[config.mk]
export PLATFORM = sky130hd
export DESIGN_NAME = branch_resolve_ctrl
export DESIGN_NICKNAME = d
export VERILOG_FILES = /design/src/rtl/branch_resolve_ctrl_pkg.sv /design/src/rtl/branch_resolve_ctrl_bht_2bit.sv /design/src/rtl/branch_resolve_ctrl.sv
export SDC_FILE = /design/constraint.sdc
export NUM_CORES = 1
export LEC_CHECK = 0
export ABC_AREA = 1
export ABC_CLOCK_PERIOD_IN_PS = 2100
export CAP_MARGIN = 20
export CELL_PAD_IN_SITES_DETAIL_PLACEMENT = 1
export CELL_PAD_IN_SITES_GLOBAL_PLACEMENT = 2
export CORE_ASPECT_RATIO = 1.75
export CORE_MARGIN = 2
export CORE_UTILIZATION = 26
export DETAILED_ROUTE_END_ITERATION = 16
export PLACE_DENSITY = 0.85
export REMOVE_ABC_BUFFERS = 1
export SLEW_MARGIN = 30
export SYNTH_ARGS = -nofsm -noshare
export SYNTH_HDL_FRONTEND = slang
export SYNTH_SLANG_ARGS = --single-unit
[constraint.sdc]
create_clock -name clk -period 2.1 [get_ports clk]
set_input_delay 0.21 -clock clk [delete_from_list [all_inputs] [get_ports clk]]
set_output_delay 0.21 -clock clk [all_outputs]
set_load 0.01 [all_outputs]
[src/rtl/branch_resolve_ctrl_pkg.sv]
// Shared encodings for the branch resolution controller: branch condition
// codes, controller states and the branch-history counter reset value.
package branch_resolve_ctrl_pkg;

  typedef enum logic [1:0] {
    BR_BEQZ = 2'b00,
    BR_BNEZ = 2'b01,
    BR_BLTZ = 2'b10,
    BR_BGEZ = 2'b11
  } br_type_e;

  typedef enum logic [1:0] {
    S_IDLE    = 2'b00,
    S_WAIT_RS = 2'b01,
    S_FLUSH   = 2'b10
  } state_e;

  // Weakly not-taken: one taken outcome flips the prediction to taken.
  localparam logic [1:0] BHT_INIT = 2'b01;

  localparam int PC_W = 16;

endpackage

[src/rtl/branch_resolve_ctrl_bht_2bit.sv]
// Table of 2-bit saturating branch-history counters. One combinational read
// port for fetch and one synchronous update port for the resolving branch.
// A same-entry read and write in one cycle returns the pre-update value.
module bht_2bit
  import branch_resolve_ctrl_pkg::*;
#(
  parameter int ENTRIES = 16,
  localparam int IDX_W = $clog2(ENTRIES)
) (
  input  logic             clk,
  input  logic             rst,
  input  logic [IDX_W-1:0] rd_idx,
  output logic [1:0]       rd_ctr,
  input  logic             upd_en,
  input  logic [IDX_W-1:0] upd_idx,
  input  logic             upd_taken
);

  logic [1:0] ctr_q [ENTRIES];

  // Move a counter one step toward the observed outcome, clamped to 0..3.
  function automatic logic [1:0] sat_step(input logic [1:0] ctr, input logic taken);
    logic [1:0] res;
    res = ctr;
    if (taken && (ctr != 2'b11)) begin
      res = ctr + 2'b01;
    end else if (!taken && (ctr != 2'b00)) begin
      res = ctr - 2'b01;
    end
    return res;
  endfunction

  // Counter storage: reinitialise every entry on reset, else apply one update.
  always_ff @(posedge clk) begin
    if (rst) begin
      for (int i = 0; i < ENTRIES; i++) begin
        ctr_q[i] <= BHT_INIT;
      end
    end else if (upd_en) begin
      ctr_q[upd_idx] <= sat_step(ctr_q[upd_idx], upd_taken);
    end
  end

  assign rd_ctr = ctr_q[rd_idx];

endmodule

[src/rtl/branch_resolve_ctrl.sv]
// Branch resolution controller for the 16-bit pipeline. Evaluates the EX
// branch condition on Rs, checks it against the fetch-time prediction, issues
// a one-cycle redirect plus a multi-cycle flush on mispredict, stalls EX while
// Rs is outstanding, and trains the branch-history table read by fetch.
module branch_resolve_ctrl
  import branch_resolve_ctrl_pkg::*;
#(
  parameter int BHT_ENTRIES  = 16,
  parameter int FLUSH_CYCLES = 2
) (
  input  logic            clk,
  input  logic            rst,
  input  logic [PC_W-1:0] fetch_pc,
  output logic            pred_taken,
  input  logic            br_valid,
  input  logic [1:0]      br_type,
  input  logic [PC_W-1:0] br_pc,
  input  logic [PC_W-1:0] br_rs,
  input  logic            br_rs_ready,
  input  logic            br_pred_taken,
  input  logic [PC_W-1:0] br_target,
  input  logic [PC_W-1:0] br_pc_plus2,
  output logic            stall,
  output logic            resolve_valid,
  output logic            resolved_taken,
  output logic            redirect,
  output logic [PC_W-1:0] redirect_pc,
  output logic            flush,
  output logic [15:0]     mispred_cnt
);

  localparam int IDX_W = $clog2(BHT_ENTRIES);
  localparam int FC_W  = (FLUSH_CYCLES > 1) ? $clog2(FLUSH_CYCLES) : 1;
  // The redirect cycle is the first flush cycle, so the counter starts one short.
  localparam logic [FC_W-1:0] FLUSH_LOAD = FC_W'(FLUSH_CYCLES - 1);

  state_e          state_q;
  state_e          state_d;
  logic [FC_W-1:0] flush_cnt_q;
  logic            resolve;
  logic            taken;
  logic            mispredict;
  logic [1:0]      rd_ctr;
  logic            unused_pc_bits;

  // Branch condition on Rs: zero test and sign bit.
  function automatic logic cond_taken(input logic [1:0] kind, input logic signed [PC_W-1:0] rs);
    logic res;
    case (br_type_e'(kind))
      BR_BEQZ: res = (rs == '0);
      BR_BNEZ: res = (rs != '0);
      BR_BLTZ: res = rs[PC_W-1];
      BR_BGEZ: res = !rs[PC_W-1];
      default: res = 1'b0;
    endcase
    return res;
  endfunction

  // Mispredict count clamps at all-ones instead of wrapping.
  function automatic logic [15:0] sat_inc(input logic [15:0] v);
    return (v == 16'hFFFF) ? v : v + 16'd1;
  endfunction

  assign resolve    = br_valid && br_rs_ready && (state_q != S_FLUSH);
  assign taken      = cond_taken(br_type, br_rs);
  assign mispredict = resolve && (taken != br_pred_taken);
  assign flush      = (state_q == S_FLUSH);
  assign pred_taken = rd_ctr[1];

  // Only the halfword index bits of each PC address the table.
  assign unused_pc_bits = ^{fetch_pc[PC_W-1:IDX_W+1], fetch_pc[0],
                            br_pc[PC_W-1:IDX_W+1], br_pc[0]};

  bht_2bit #(
    .ENTRIES (BHT_ENTRIES)
  ) u_bht (
    .clk       (clk),
    .rst       (rst),
    .rd_idx    (fetch_pc[IDX_W:1]),
    .rd_ctr    (rd_ctr),
    .upd_en    (resolve),
    .upd_idx   (br_pc[IDX_W:1]),
    .upd_taken (taken)
  );

  // Controller state register.
  always_ff @(posedge clk) begin
    if (rst) begin
      state_q <= S_IDLE;
    end else begin
      state_q <= state_d;
    end
  end

  // Next state and zero-latency stall.
  always_comb begin
    state_d = state_q;
    stall   = 1'b0;
    case (state_q)
      S_IDLE: begin
        if (resolve) begin
          state_d = mispredict ? S_FLUSH : S_IDLE;
        end else if (br_valid) begin
          stall   = 1'b1;
          state_d = S_WAIT_RS;
        end
      end
      S_WAIT_RS: begin
        stall = !br_rs_ready;
        if (resolve) begin
          state_d = mispredict ? S_FLUSH : S_IDLE;
        end else if (!br_valid) begin
          state_d = S_IDLE;
        end
      end
      S_FLUSH: begin
        if (flush_cnt_q == '0) begin
          state_d = S_IDLE;
        end
      end
      default: state_d = S_IDLE;
    endcase
  end

  // Remaining flush cycles after the current one.
  always_ff @(posedge clk) begin
    if (rst) begin
      flush_cnt_q <= '0;
    end else if (mispredict) begin
      flush_cnt_q <= FLUSH_LOAD;
    end else if ((state_q == S_FLUSH) && (flush_cnt_q != '0)) begin
      flush_cnt_q <= flush_cnt_q - 1'b1;
    end
  end

  // Registered resolve/redirect pulses and the mispredict counter.
  always_ff @(posedge clk) begin
    if (rst) begin
      resolve_valid  <= 1'b0;
      resolved_taken <= 1'b0;
      redirect       <= 1'b0;
      redirect_pc    <= '0;
      mispred_cnt    <= '0;
    end else begin
      resolve_valid  <= resolve;
      resolved_taken <= resolve && taken;
      redirect       <= mispredict;
      redirect_pc    <= mispredict ? (taken ? br_target : br_pc_plus2) : '0;
      if (mispredict) begin
        mispred_cnt <= sat_inc(mispred_cnt);
      end
    end
  end

endmodule

# After elaboration in Yosys (flattened, before gate mapping)
# Memory sizes are Yosys's and may differ from the RTL's.
# Cells that the tools add are included.
# classes
addsub,4
muxes,26
reduce_logical,20
bitwise_logic,2
n_eq_ne,12
# op_table
cell,count
2-to-1 mux 2 bit,11
"adder 16 x 1 -> 16 bit, second input constant",1
"== test 16 bit, second input constant",1
zero test 16 bit,1
2-to-1 mux 16 bit,1
nonzero test 16 bit,1
2-to-1 mux 1 bit,10
logical AND 1 bit,7
"== test 2 bit, second input constant",3
"inequality test 2 bit, second input constant",3
"inequality test 3 bit, second input constant",2
case mux 2 bit (3 select lines),1
"== test 2 x 1 -> 1 bit, second input constant",2
zero test 2 bit,2
2-to-1 mux 4 bit,1
case mux 1 bit (4 select lines),1
nonzero test 2 bit,2
OR reduction 2 bit,2
zero test 1 bit,3
AND reduction 3 bit,1
"adder 2 x 1 -> 2 bit, second input constant",1
inverter 1 bit,2
case mux 1 bit (2 select lines),1
AND reduction 2 bit,1
other kinds (3),3
# word_totals
mem_count,1
in_bits,87
elab_cells,72
reg_bits,38
mem_bits_rw,32
output_inout_bits,38
# memory_table
memory,depth,width,read_ports,rd_ports_with_merged_regs,write_ports,line,text
u_bht.ctr_q,16,2,2,0,16,branch_resolve_ctrl_bht_2bit.sv:19,logic [1:0] ctr_q [ENTRIES];

# Logic depth before layout (Yosys ltp)
# logic_depth
ltp_word,9
mapped_depth,15
ltp_nobuf,14

# Modules after synthesis
# Synthesis repeated with hierarchy kept, for this count alone.
# hier_totals
hier_cells,559
hier_area_um2,4095.2
# by_module_without_submodules
module,instances,area_per_inst_um2,cells_per_inst,seq_area_each_um2
bht_2bit,1,2184.6,286,960.9
branch_resolve_ctrl,1,1910.6,273,760.7

# Worst setup path before layout
# Ideal clock, no wire load.
# synth_path
path_kind,input-to-reg
start,input port br_pc[2]
end,"memory u_bht.ctr_q[10][1], data pin"
stages,10
setup_ps,262
t_arrival_ps,1650
t_required_ps,1838
path_slack_ps,188
n_path_buf,1
cell_sequence,nor2_2 -> a22oi_1 -> nand2_1 -> nand2_1 -> nand4_4 -> inv_2 -> ha_1 -> nand3_2 -> buf_2 -> a21oi_2
# synth_rtl
item,line,text
from (decl),branch_resolve_ctrl.sv:17,"input logic [PC_W-1:0] br_pc,"
to (decl),branch_resolve_ctrl_bht_2bit.sv:19,

==> impl_metrics.py <==
metrics = {
    "outcome": {
        "status": "complete, but fails checks",
        "violations": "setup timing",
    },
    "clock_network": {
        "clockRootBuffer": "clkbuf_16",
        "clk_latency_ns": 0.34,
        "max-clock-path-buffers": 2,
        "numCtsBuffers": 9,
        "cts.htree.levels": 3,
        "cts_tree": "yes",
        "path_clk_slew_ns": 0.06,
        "cts_num_sinks": 70,
    },
    "timing": {
        "finalSetupTns_ns": -0.234,
        "tightest_slew_ns": 0.385,
        "min_period_ns": 2.12,
        "slew_viol_final": 0,
        "setup_violations": 19,
        "setup_ws_ns": -0.0217,
        "fin_skew_ns": 0.00573,
        "fmax_mhz": 471,
        "finalCritPeriodShare": 1.01,
        "finalHoldViolations": 0,
        "relSlewSlack": 0.743,
    },
    "power": {
        "seqPwrFrac": 0.374,
        "clkPwrFrac": 0.427,
        "p_per_area_nw_per_um2": 665,
        "swShare": 0.272,
        "power_frac_comb": 0.200,
        "power.total_mw": 3.92,
        "p_int_mw": 2.85,
        "max-vdd-ir-drop_v": 0.000398,
        "power_leakage_nw": 2.19,
        "p_sw_mw": 1.06,
    },
    "detailed_routing": {
        "dr.pass1.iters": 4,
        "via_per_inst": 4.82,
        "drt_iter0_markers": 135,
        "ant_nets": 0,
        "routedWlPerCell_um": 16.7,
        "drcViolationCount": 0,
        "vias": 3945,
        "wl_mm": 13.7,
    },
    "cells_and_area": {
        "final-seq-area_um2": 1720,
        "syn_to_final_growth_pct": 48.8,
        "design_area_um2": 5890,
        "fillers": 1788,
        "post-route-util": 0.395,
        "antennaDiodeCount": 0,
        "multi_input_area_um2": 1990,
        "layout.nets": 721,
        "drive_above_1_share": 0.198,
    },
    "die": {
        "die_area_um2": 16300,
        "die_x_um": 97.3,
        "io_pins": 125,
        "core_area_um2": 14900,
        "row_count": 59,
        "initial_core_util": 0.265,
        "die_h_um": 167,
    },
    "yosys": {
        "synth_simple_gate_area_frac": 0.296,
        "synth_compound_area_frac": 0.141,
        "synth_top_area_cell": "edfxtp_1",
        "synth_cells": 498,
        "synth_adder_area_share": 0.00948,
        "yosys.area.top_type_share": 0.243,
        "synth-seq-cells": 70,
        "ys_types": 39,
        "async_reset_ff_frac": 0,
        "yosys_warnings": 0,
        "synth_area_per_cell_um2": 7.95,
        "synthXorXnorAreaFrac": 0.0310,
        "synth_top_family_by_area": "simple AND/OR/NAND/NOR gates",
        "synth_edf_count": 32,
        "synthMuxAreaShare": 0,
        "synthFlopType": "dfxtp_1",
        "ys_top_cells_by_area": "edfxtp_1 24%, dfxtp_1 19%, nand2_1 10%, a21oi_1 5.9%, inv_1 5.1%",
        "seq_area_frac_synth": 0.435,
        "syn-cell-area_um2": 3960,
    },
    "grt": {
        "grt_util_all_layers": 0.167,
        "antenna_found_initial": 0,
        "grt_pass1_wl_mm": 21.9,
        "grt_pass1_vias": 4452,
        "grt_max_degree": 20,
        "overflow": 0,
    },
    "critical_path": {
        "cp-start-kind": "register",
        "r2r-start": "u_bht.ctr_q[3][0]",
        "crit_type": "reg -> reg",
        "arrival_ns": 2.21,
        "crit_fanout": 8,
        "startpoint": "u_bht.ctr_q[3][0]",
        "crit_path_end_kind": "register",
        "cp_data_required_time_ns": 2.19,
    },
    "min_path": {
        "min_path_type": "in -> reg",
        "hold_start": "br_target[0]",
    },
    "placement": {
        "dp.final_hpwl_mm": 10.3,
        "dp_slack_ns": -0.740,
        "gp_congestion": 0.817,
        "dpl-instance-area_um2": 5350,
        "numPortBuffers": 100,
    },
    "flow_run": {
        "maxCapViolCount": 0,
    },
}
## per-stage QoR
stage / cells / hold WS (ns)
4_1_cts: 816 / 0.421
3_3_place_gp: 796 / 0.471
3_5_place_dp: 796 / 0.493
2_1_floorplan: 483 / 0.279
5_1_grt: 819 / 0.435
6_report: 819 / 0.427
## critical path, stage by stage, from the launching register on
cell      delay [ns]
edfxtp_1        0.37
a22oi_1         0.27
nand2_1         0.12
nand2_1         0.14
nand4_4         0.15
clkinv_4        0.12
ha_2            0.19
inv_2           0.06
nand2_4         0.08
nand2_4         0.06
nand3_4         0.11
buf_12          0.14
a21oi_1         0.06
## sequential cells by signal, indices dropped and copies added, names as in the netlist
signal,flops
resolve_valid,1
redirect,1
mispred_cnt,16
resolved_taken,1
redirect_pc,16
flush_cnt_q,1
u_bht.ctr_q,32
state_q,2
## cell type report
class	count	share of cell area
Sequential cell	70	0.292
Clock buffer	9	0.0382
Tap cell	183	0.0389
Clock inverter	7	0.0166
Multi-Input combinational cell	349	0.339
Timing Repair Buffer	136	0.233
Inverter	65	0.0427
## worst paths after layout
kind,endpoint,slack (ns),cells past startpoint
worst min-delay path,redirect_pc[0],0.43,3
worst min register to register,state_q[1],0.49,2
worst max-delay path,u_bht.ctr_q[1][1],-0.02,12
worst max register to register,u_bht.ctr_q[1][1],-0.02,12
## power by group through the flow
stage	logic [mW]	clock network [mW]	registers, mW
floorplan	0.290	0	1.49
global placement	0.629	0	1.49
detailed placement	0.654	0	1.49
CTS	0.706	1.71	1.46
global route	0.840	1.77	1.47
finish	0.782	1.67	1.46
## cells in the final DEF (no fill, tap or decap), types with 5 or more instances in the layout
master and n:
buf_12 5, nor3_1 7, nand2_1 108, clkbuf_16 11, o21ai_1 8, nor2_1 44, dfxtp_1 38, a21oi_2 11
o21ai_0 11, inv_1 50, nand2_4 9, nand3_1 35, nand3_2 14, clkdlybuf4s50_1 95, nand2_2 6, xnor2_1 5
buf_4 28, inv_2 12, xor2_1 9, edfxtp_1 32, a21oi_1 46
## kinds of logic after synthesis
family / Yosys count
adders and majority gates: 3
buffers and inverters: 80
DFF: 70
AOI/OAI and AO/OA: 93
and+or+nand+nor: 238
xor gates and xnor gates: 14
## per-layer routing
| metal | GRT usage | up-vias | share of wire |
|---|---|---|---|
| met5 | 0 | - | 0 |
| met4 | 0.0857 | 0 | 0.043 |
| met3 | 0.0342 | 37 | 0.041 |
| met2 | 0.331 | 111 | 0.57 |
| met1 | 0.159 | 1886 | 0.35 |
| li1 | - | 1911 | - |
## Yosys cell counts, types with 4 or more instances
cell and number:
a21oi_1 47, a21oi_2 10, a22oi_1 8, buf_2 4, clkbuf_1 5, dfxtp_1 38
edfxtp_1 32, inv_1 54, inv_2 10, nand2_1 110, nand2_2 8, nand2_4 5
nand3_1 36, nand3_2 15, nor2_1 46, nor3_1 7, o21ai_0 18, xnor2_1 5
xor2_1 9
## timing repair
action / in CTS / in global routing
cloned: 1 / 2
setup endpoints to repair: 33 / 32
pin swaps: 3 / 8
resized for setup: 15 / 30
setup buffers: 3 / 1
hold buffers: 0 / 0
Note: power is estimated with default switching activity, not from simulation.
